--- config.mk ---
export PLATFORM = sky130hd
export DESIGN_NAME = memory_arbiter
export DESIGN_NICKNAME = d
export VERILOG_FILES = /design/src/rtl/memory_arbiter.sv
export SDC_FILE = /design/constraint.sdc
export NUM_CORES = 1
export LEC_CHECK = 0
export CAP_MARGIN = 0
export CORE_MARGIN = 3
export CORE_UTILIZATION = 45
export CTS_CLUSTER_SIZE = 28
export DETAILED_ROUTE_END_ITERATION = 12
export HOLD_SLACK_MARGIN = 0.02
export PLACE_DENSITY = 0.89
export SYNTH_ARGS = -nofsm -noshare
export SYNTH_HDL_FRONTEND = slang
export SYNTH_SLANG_ARGS = --single-unit
--- constraint.sdc ---
create_clock -name clock -period 5.65 [get_ports clock]
set_clock_uncertainty 0.1 [all_clocks]
set_input_delay 1.13 -clock clock [delete_from_list [all_inputs] [get_ports clock]]
set_output_delay 1.13 -clock clock [all_outputs]
set_load 0.05 [all_outputs]
--- src/rtl/memory_arbiter.sv ---
// memory_arbiter: shares one external memory port between the instruction-side
// miss path and the data-side load/store unit. One access at a time, strobe held
// until mem_ready, alternating grant under contention, cycle-budget abort.

package memory_arbiter_pkg;
  typedef logic [31:0] regval_t;
  typedef enum logic [1:0] {IDLE, ACCESS, DONE} state_t;
endpackage

module memory_arbiter
  import memory_arbiter_pkg::*;
#(
  parameter int unsigned TIMEOUT_CYCLES = 255
) (
  input  logic    clock,
  input  logic    reset_n,
  input  logic    i_request,
  input  regval_t i_address,
  output logic    i_data_valid,
  output regval_t i_data,
  input  logic    d_read,
  input  logic    d_write,
  input  regval_t d_address,
  input  regval_t d_write_data,
  output logic    d_data_valid,
  output regval_t d_data,
  output regval_t mem_address,
  output logic    mem_read,
  output logic    mem_write,
  output regval_t mem_write_data,
  input  logic    mem_ready,
  input  regval_t mem_read_data,
  output logic    bus_error
);

  // Counter is at least one bit wide so a disabled timeout still elaborates.
  localparam int CW = (TIMEOUT_CYCLES > 0) ? $clog2(TIMEOUT_CYCLES + 1) : 1;
  localparam logic [CW:0] LIMIT   = (CW+1)'(TIMEOUT_CYCLES);
  localparam logic [CW:0] CNT_ONE = (CW+1)'(1);

  state_t        state;
  logic [CW-1:0] cnt;
  logic          last_grant_instr;
  logic          grant_instr;
  logic          grant_write;

  logic          d_pending;
  logic          pick_instr;
  logic          pick_write;
  logic          timeout_hit;
  regval_t       rdata;

  assign d_pending = d_read | d_write;

  // Arbitration: a lone requester wins; on contention the side not served last wins.
  // A simultaneous d_read/d_write is a write.
  always_comb begin
    pick_instr = 1'b0;
    if (i_request && !d_pending)      pick_instr = 1'b1;
    else if (i_request && d_pending)  pick_instr = !last_grant_instr;
    pick_write = !pick_instr && d_write;
  end

  // Abort fires at the end of the N-th strobe cycle; mem_ready in that cycle wins.
  always_comb begin
    timeout_hit = 1'b0;
    if (TIMEOUT_CYCLES != 0)
      timeout_hit = !mem_ready && (({1'b0, cnt} + CNT_ONE) == LIMIT);
    rdata = (mem_ready && !grant_write) ? mem_read_data : '0;
  end

  // Access FSM; every output is a register so strobes cannot glitch.
  always_ff @(posedge clock or negedge reset_n) begin
    if (!reset_n) begin
      state            <= IDLE;
      cnt              <= '0;
      last_grant_instr <= 1'b1;
      grant_instr      <= 1'b0;
      grant_write      <= 1'b0;
      mem_address      <= '0;
      mem_write_data   <= '0;
      mem_read         <= 1'b0;
      mem_write        <= 1'b0;
      i_data_valid     <= 1'b0;
      i_data           <= '0;
      d_data_valid     <= 1'b0;
      d_data           <= '0;
      bus_error        <= 1'b0;
    end else begin
      i_data_valid <= 1'b0;
      d_data_valid <= 1'b0;
      case (state)
        IDLE: begin
          if (i_request || d_pending) begin
            grant_instr      <= pick_instr;
            grant_write      <= pick_write;
            last_grant_instr <= pick_instr;
            mem_address      <= pick_instr ? i_address : d_address;
            mem_write_data   <= pick_write ? d_write_data : '0;
            mem_read         <= !pick_write;
            mem_write        <= pick_write;
            cnt              <= '0;
            state            <= ACCESS;
          end
        end
        ACCESS: begin
          if (mem_ready || timeout_hit) begin
            mem_read  <= 1'b0;
            mem_write <= 1'b0;
            if (grant_instr) begin
              i_data_valid <= 1'b1;
              i_data       <= rdata;
            end else begin
              d_data_valid <= 1'b1;
              d_data       <= rdata;
            end
            if (!mem_ready) bus_error <= 1'b1;
            state <= DONE;
          end else begin
            cnt <= cnt + CW'(1);
          end
        end
        DONE:    state <= IDLE;
        default: state <= IDLE;
      endcase
    end
  end

endmodule

==> run_results.csv <==
group,metric,value,unit
clocking,clock_latency,0.41,ns
grt,grt_pass1_vias,5046,
power,total_power,6360,uW
placed_design,numPortBuffers,266,
clocking,path_clk_slew,0.06,ns
grt,grt-ovfl-total,0,
timing,finalHoldViolations,0,
logic_synthesis,synth_edf_count,0,
detailed_routing,drc,0,
logic_synthesis,synthCells,459,
logic_synthesis,netlist_area,0.00589,sq mm
timing,fin_crit,3.39,ns
power,p_per_area,686,mW/mm^2
finish,multi_input_area,0.00203,sq mm
power,p_sw,2950,uW
floorplanning,io_pins,267,
logic_synthesis,synth_fp_nets,595,
clocking,clock-root-buffer,"clkbuf_16",
logic_synthesis,synth-async-reset-ratio,100,%
setup_path,crit_arrival,3.64,ns
detailed_routing,vias_per_cell,5.50,
power,seqPwrFrac,27.8,%
timing,rsz0062_at_grt,"no",
power,leakagePower,0.00407,uW
detailed_routing,drtAntennaViolNets,0,
finish,area_growth,57.4,%
placed_design,pre_cts_slack,1.82,ns
setup_path,crit_path_max_fanout,35,
placed_design,gp_congestion,0.858,
setup_path,startpoint_type,"input port",
timing,max_freq,0.295,GHz
timing,final-setup-viol-count,0,
clocking,cts.repair.resized,0,
logic_synthesis,yosysSeqAreaShare,62.1,%
finish,nFillCells,856,
finish,nets,846,
setup_path,criticalPathCategory,"input port to register",
logic_synthesis,yosys_warnings,0,
clocking,h-tree-depth,4,
floorplanning,chipWidth,120,um
logic_synthesis,syn_area_per_cell,12.8,sq um
placed_design,dpl.hpwl,11900,um
power,power_switching_share,46.5,%
timing,fin_setup_tns,0,ns
setup_path,cp.required,5.89,ns
min_path,worstHoldPathType,"register to register",
flow_run,maxCapViolations,0,
clocking,cts_tree,"built",
power,clkPwrFrac,19.0,%
power,p_int,3400,uW
finish,drive_gt1_share,6.78,%
detailed_routing,vias,4923,
timing,drv_slew,0,
clocking,hold_buffers,0,
setup_path,path_cells,"clkdlybuf4s50_1, o21ai_0, nand2_2, buf_4, and3_1, a22o_1",
detailed_routing,post_drt_wl_per_cell,18.5,um
grt,antenna_found_initial,0,
logic_synthesis,yosys_register_bits,146,
finish,seq_area,0.00365,sq mm
finish,antenna_cells,0,
setup_path,endpoint_kind,"register",
logic_synthesis,synthFlopType,"dfrtp_1",
grt,grt_max_degree,86,
grt,track_usage,22.9,%
detailed_routing,drt_wl_total,16600,um
finish,post-route-util,72.8,%
detailed_routing,firstDrtPassIters,7,
timing,tightest_slew,1.19,ns
grt,grt_pass1_wl,26100,um
floorplanning,core_area,0.0127,sq mm
detailed_routing,drt_iter0_markers,433,
timing,post-route-period-util,60.1,%
floorplanning,start_util,46.3,%
floorplanning,die_h,120,um
clocking,cts_inserted_buffers,17,
clocking,cts_setup_buffers,0,
timing,setup_ws,2.26,ns
timing,relSlewSlack,21.0,%
clocking,clock_sinks,146,
power,combPwrFrac,53.1,%
logic_synthesis,post_synth_num_cell_types,39,
clocking,cts_max_path_buffers,2,
timing,fin_hold_ws,0.366,ns
setup_path,cpPeakStageDelay,1.03,ns
power,peakVddDrop,0.353,mV
outcome,status,"completed",
setup_path,worst_path_max_delay_cell,"and3_1",
floorplanning,die_area,0.0145,sq mm
floorplanning,num_rows,41,
==> layer usage <==
layer  global-route usage [%]  share of wire (%)  vias up
li1                         -                  -     2250
met1                     28.1                 40     2402
met2                     38.0                 50      250
met3                     8.00                8.9       21
met4                     7.44                1.6        0
met5                        0                  0        -
==> stage by stage <==
step	std cells	cell area, sq um
floorplan	459	5890
global placement	863	8620
detailed placement	863	8620
CTS	895	9270
global route	895	9270
finish	895	9270
==> cell usage in the layout (no fill, tap or decap), drive strengths merged, types with 2 or more instances in the layout <==
cell | Yosys | layout
mux2i | 32 | 32
dfrtp | 145 | 145
a21oi | 4 | 4
and3 | 2 | 2
and2 | 2 | 2
inv | 5 | 9
nand2 | 44 | 44
a31oi | 2 | 2
o21ai | 38 | 38
clkdlybuf4s50 | 0 | 265
ha | 2 | 2
clkinvlp | 0 | 2
a32o | 64 | 64
bufinv | 0 | 4
nor2b | 2 | 2
nor3b | 2 | 2
clkbuf | 26 | 19
a21o | 4 | 4
o31ai | 4 | 4
nor2 | 9 | 9
buf | 14 | 7
xor2 | 2 | 2
nor3 | 3 | 3
a22o | 33 | 33
clkinv | 0 | 3
o41ai | 2 | 2
or3 | 2 | 2
nand3 | 6 | 6
==> worst paths after layout <==
path	start	endpoint	slack, ns	depth (start not counted)
worst max-delay path	d_write	mem_write_data[2]$_DFFE_PN0P_	2.26	6
max in group asynchronous	reset_n	i_data[15]$_DFFE_PN0P_	3.52	2
min in group asynchronous	reset_n	d_data[6]$_DFFE_PN0P_	0.65	1
worst max register to register	last_grant_instr$_DFFE_PN1P_	mem_write_data[2]$_DFFE_PN0P_	2.98	5
worst min register to register	bus_error$_DFFE_PN0P_	bus_error$_DFFE_PN0P_	0.37	1
worst min-delay path	bus_error$_DFFE_PN0P_	bus_error$_DFFE_PN0P_	0.37	1
==> cell type report <==
type,count,share of cell area [%]
sequential,146,39.4
timing repair buffer,272,29.2
multi-input combinational,268,21.9
clock buffer,19,4.78
tap,172,2.32
clock inverter,13,2.16
inverter,5,0.203
==> kinds of logic after synthesis <==
| logic type | Yosys count | synth area share [%] |
|---|---|---|
| compound gates | 156 | 21.9 |
| xor+xnor | 3 | 0.446 |
| fa+ha+maj | 2 | 0.425 |
| buf+inv | 45 | 3.74 |
| flops | 146 | 62.1 |
| mux | 32 | 5.44 |
| simple gates | 75 | 5.99 |
==> flip-flops by register name (all words and copies together) (netlist names) <==
register,cells
grant_write,1
mem_write,1
d_data_valid,1
last_grant_instr,1
bus_error,1
state,2
mem_address,32
d_data,32
mem_write_data,32
cnt,8
grant_instr,1
i_data_valid,1
mem_read,1
i_data,32
==> Yosys cell counts, drive strengths merged, types with 2 or more instances <==
library cell | count | share of area [%]
nor3 | 3 | 0.25
a22o | 33 | 4.9
nor2 | 9 | 0.57
mux2i | 32 | 5.4
buf | 14 | 1.8
inv | 5 | 0.32
or3 | 2 | 0.21
ha | 2 | 0.42
nand2 | 44 | 3.1
and2 | 2 | 0.21
o21ai | 38 | 3.2
clkbuf | 26 | 1.7
a31oi | 2 | 0.21
a21oi | 4 | 0.34
nand3 | 6 | 0.51
dfrtp | 145 | 62
o41ai | 2 | 0.30
o31ai | 4 | 0.83
a21o | 4 | 0.51
nor3b | 2 | 0.25
a32o | 64 | 11
xor2 | 2 | 0.30
nor2b | 2 | 0.21
and3 | 2 | 0.21
==> worst max-delay path: cells and delay by family <==
family / cells / cell delay [ns]
buffers and inverters: 2 / 1.00
and+or+nand+nor: 2 / 1.10
AOI/OAI and AO/OA: 2 / 0.39
==> power groups by stage <==
stage               clock [uW]  combinational (uW)  sequential, uW
finish                    1210                3380            1770
global route              1280                3530            1820
CTS                       1230                3400            1770
detailed placement           0                3390            1770
global placement             0                3320            1750
floorplan                    0                 755            3210
No activity file was read; power rests on OpenSTA's default activity.
